==> src/rtl/regfile_write_arbiter.sv <==
// regfile_write_arbiter: shares the register bank write port between ALU and load writeback, MEM-first with ALU anti-starvation.
// Optional RF_ARB_X0_DROP_EN suppresses regWrite for granted writes to register 0.
module regfile_write_arbiter #(
  parameter int DATA_W   = 64,
  parameter int ADDR_W   = 5,
  parameter int MAX_WAIT = 3
) (
  input  logic              clk,
  input  logic              rst,
  input  logic              stall,
  input  logic              alu_valid,
  input  logic [ADDR_W-1:0] alu_reg,
  input  logic [DATA_W-1:0] alu_data,
  output logic              alu_ready,
  input  logic              mem_valid,
  input  logic [ADDR_W-1:0] mem_reg,
  input  logic [DATA_W-1:0] mem_data,
  output logic              mem_ready,
  output logic              regWrite,
  output logic [ADDR_W-1:0] writeReg,
  output logic [DATA_W-1:0] writeData,
  output logic              grant_src
);
  localparam logic [3:0] MW = 4'(MAX_WAIT);
  logic [3:0]        wait_cnt;
  logic              force_alu, drop;
  logic [ADDR_W-1:0] sel_reg;
  logic [DATA_W-1:0] sel_data;
  always_comb begin
    force_alu = wait_cnt == MW;
    alu_ready = !rst && !stall && alu_valid && (!mem_valid || force_alu);
    mem_ready = !rst && !stall && mem_valid && !(alu_valid && force_alu);
    sel_reg   = mem_ready ? mem_reg : alu_reg;
    sel_data  = mem_ready ? mem_data : alu_data;
`ifdef RF_ARB_X0_DROP_EN
    drop = sel_reg == '0;
`else
    drop = 1'b0;
`endif
  end
  always_ff @(posedge clk) begin
    if (rst) begin
      wait_cnt  <= '0;
      regWrite  <= 1'b0;
      writeReg  <= '0;
      writeData <= '0;
      grant_src <= 1'b0;
    end else begin
      wait_cnt <= alu_ready ? 4'd0 : (alu_valid && !force_alu) ? wait_cnt + 4'd1 : wait_cnt;
      regWrite <= (alu_ready || mem_ready) && !drop;
      if (alu_ready || mem_ready) begin
        writeReg  <= sel_reg;
        writeData <= sel_data;
        grant_src <= mem_ready;
      end
    end
  end
endmodule

==> config.mk <==
export PLATFORM = sky130hd
export DESIGN_NAME = regfile_write_arbiter
export DESIGN_NICKNAME = d
export VERILOG_FILES = /design/src/rtl/regfile_write_arbiter.sv
export SDC_FILE = /design/constraint.sdc
export NUM_CORES = 1
export LEC_CHECK = 0
export BUFFER_PORTS_ARGS = -buffer_cell sky130_fd_sc_hd__buf_2
export CORE_ASPECT_RATIO = 1.1
export CORE_UTILIZATION = 46
export CTS_BUF_LIST = sky130_fd_sc_hd__clkbuf_16
export DETAILED_ROUTE_END_ITERATION = 8
export PLACE_DENSITY = 0.94
export SLEW_MARGIN = 5
export SYNTH_ARGS = -nofsm -noshare
export SYNTH_HDL_FRONTEND = slang
export SYNTH_SLANG_ARGS = --single-unit
==> constraint.sdc <==
create_clock -name clk -period 5.04 [get_ports clk]
set_input_delay 1.008 -clock clk [delete_from_list [all_inputs] [get_ports clk]]
set_output_delay 1.008 -clock clk [all_outputs]
set_load 0.01 [all_outputs]
==> results.cfg <==
[worst_setup_path]
crit_type = in -> out
path_cells = buf_2 -> or2_2 -> a211o_2 -> inv_2 -> buf_2
endpoint_kind = primary output
crit_end = alu_ready
critPathBufInv = 3
required_ns = 4.03
worst-path-stages = 5
rrSetupSlack_ns = 2.63
crit_fanout = 70
start_kind = primary input
r2r_start = wait_cnt[0]
crit_path_start = stall
cp_common_cell = buf_2
r2r-end = writeData[5]
worst_path_largest_cell_delay_ns = 0.77
reg2reg_depth = 4
slowest_stage = a211o_2
cp.arrival_ns = 2.48
critPathTopFamily = compound AO/OA/AOI/OAI gates

[synth]
ys_seq_area_share_pct = 44.6
synth.top_cell.area_share_pct = 44.6
synth_top_cell_by_area = dfxtp_1
ys_ff_latch = 75
yosys_warnings = 0
synthCells = 353
synthTopCellsByArea = dfxtp_1, o221a_1, o22ai_1
synth.avg_cell_area_um2 = 9.53
synth_cell_types = 28
syn_nets = 497
synth_area_um2 = 3360

[clock_tree]
ctsResizeCount = 0
cts_setup_buffers = 0
clk_pin_slew_ns = 0.05
clk_path_buf_depth = 2
clock_latency_ns = 0.32
root_buffer = clkbuf_16
htree_levels = 3
cts.sinks = 75
numCtsBuffers = 9
holdBufCountCts = 0
cts_tree = done

[sta]
skew_ns = 0.00707
tns_ns = 0
slew_violations = 0
final.setup.worst_slack_ns = 1.56
finalSetupViolCount = 0
slew_headroom_pct = 17.0
max_freq_mhz = 287
rsz0062_at_grt = no
timing.final.crit_share_pct = 69.1
min_period_ns = 3.48
final-hold-violation-count = 0
worst_slew_pin_slew_ns = 1.24

[global_route]
grt_start_max_net_pins = 74
grt_pass1_vias = 3361
grt.overflow.total = 0
grt_usage_pct = 25.4
antenna_found_initial = 0
grt_first_pass_wirelength_um = 15900

[pwr]
power_density_nw_per_um2 = 362
ir_worst_vdd_mv = 0.293
p_leak_nw = 2.27

[floorplan]
die_x_um = 83.5
dieArea_um2 = 7660
core_area_um2 = 7050
rows = 32
start_util_pct = 47.7
die_h_um = 91.7
num_io_pins = 216

[route]
dr.pass1.iters = 6
antenna_left = 0
via_count = 3593
initialDrtViolationCount = 180
wl_per_cell_um = 15.5
viasPerCell = 5.67
finalWirelength_um = 9860
drc_errors = 0

[place]
place_ws_ns = 1.55
hpwl_um = 6500
portBuffers = 215
gp_congestion = 0.793

[min_path]
hold_class = reg -> reg

[layout]
drive_gt1_share_pct = 43.4
post-route-util_pct = 67.0
finalNetCount = 688
diodes = 0
area_growth_pct = 40.3

[outcome]
outcome = finished, final reports clean

[flow_run]
drv_cap = 0
## registers in the layout (all words and copies together) (netlist names)
signal	cells
grant_src	1
regWrite	1
wait_cnt	4
writeData	64
writeReg	5
## layer usage
| metal | vias up | GRT usage [%] | wire length [µm] |
|---|---|---|---|
| met2 | 182 | 43.2 | 4940 |
| met1 | 1669 | 30.5 | 4070 |
| met4 | 0 | 11.4 | 214 |
| met3 | 27 | 5.85 | 636 |
| met5 | - | 0 | 0 |
| li1 | 1715 | - | - |
## cells in the final DEF (no fill, tap or decap), types with 2 or more instances in the layout
cell / n
clkbuf_16: 9
buf_4: 4
inv_2: 2
nor2b_1: 2
dfxtp_1: 75
buf_2: 215
nand2_1: 2
a21oi_1: 4
inv_1: 72
nor2_1: 3
o22ai_1: 69
o21ai_0: 2
o221a_1: 69
bufinv_16: 3
## layout make-up
type                            count  area, µm²
Clock buffer                        9        225
Clock inverter                      7        109
Fill cell                         556       2320
Inverter                           72        270
Multi-Input combinational cell    167       1400
Sequential cell                    75       1500
Tap cell                           85        106
Timing Repair Buffer              219       1110
## report_power, final
group | switching [W] | total (W) | internal [W]
registers | 0.0000316 | 0.000686 | 0.000654
clock network | 0.000233 | 0.000711 | 0.000478
logic | 0.000155 | 0.000312 | 0.000157
## metrics by stage
| stage | power [W] | std cells | area [µm²] | hold WS [ns] |
|---|---|---|---|---|
| floorplan | 0.000868 | 353 | 3360 | 0.471 |
| global placement | 0.000995 | 618 | 4390 | 0.477 |
| detailed placement | 0.00101 | 618 | 4390 | 0.477 |
| CTS | 0.00172 | 634 | 4720 | 0.492 |
| global route | 0.00178 | 634 | 4720 | 0.522 |
| finish | 0.00171 | 634 | 4720 | 0.491 |
## cell usage after synthesis, drive strengths merged
library cell / n
dfxtp: 75
inv: 72
o221a: 69
o22ai: 69
clkbuf: 27
buf: 12
a21oi: 4
nor2: 4
o21ai: 3
nand2: 2
nand3: 2
nor2b: 2
a211o: 1
a2bb2oi: 1
ha: 1
nand3b: 1
nand4: 1
nand4b: 1
nand4bb: 1
nor3b: 1
or2: 1
or3: 1
or3b: 1
xor2: 1
## tightest hold or removal path: stages (launching register included)
cell and delay (ns):
dfxtp_1 0.31, o21ai_1 0.07, a21oi_1 0.06
## how the worst min path moves through the flow
stage,start,end,cells past startpoint
finish,grant_src,grant_src,2
global route,grant_src,grant_src,2
CTS,grant_src,grant_src,2
detailed placement,grant_src,grant_src,2
global placement,grant_src,grant_src,2
floorplan,wait_cnt[1],wait_cnt[1],2
## kinds of logic (layout without fill, tap and decap cells)
group	Yosys count	count (layout)	synth area share [%]
compound gates	147	147	37.5
buf+inv	111	307	14.1
flops	75	75	44.6
simple gates	18	18	3.20
fa+ha+maj	1	1	0.372
xor+xnor	1	1	0.260
Power figures use the tool's default switching activity.
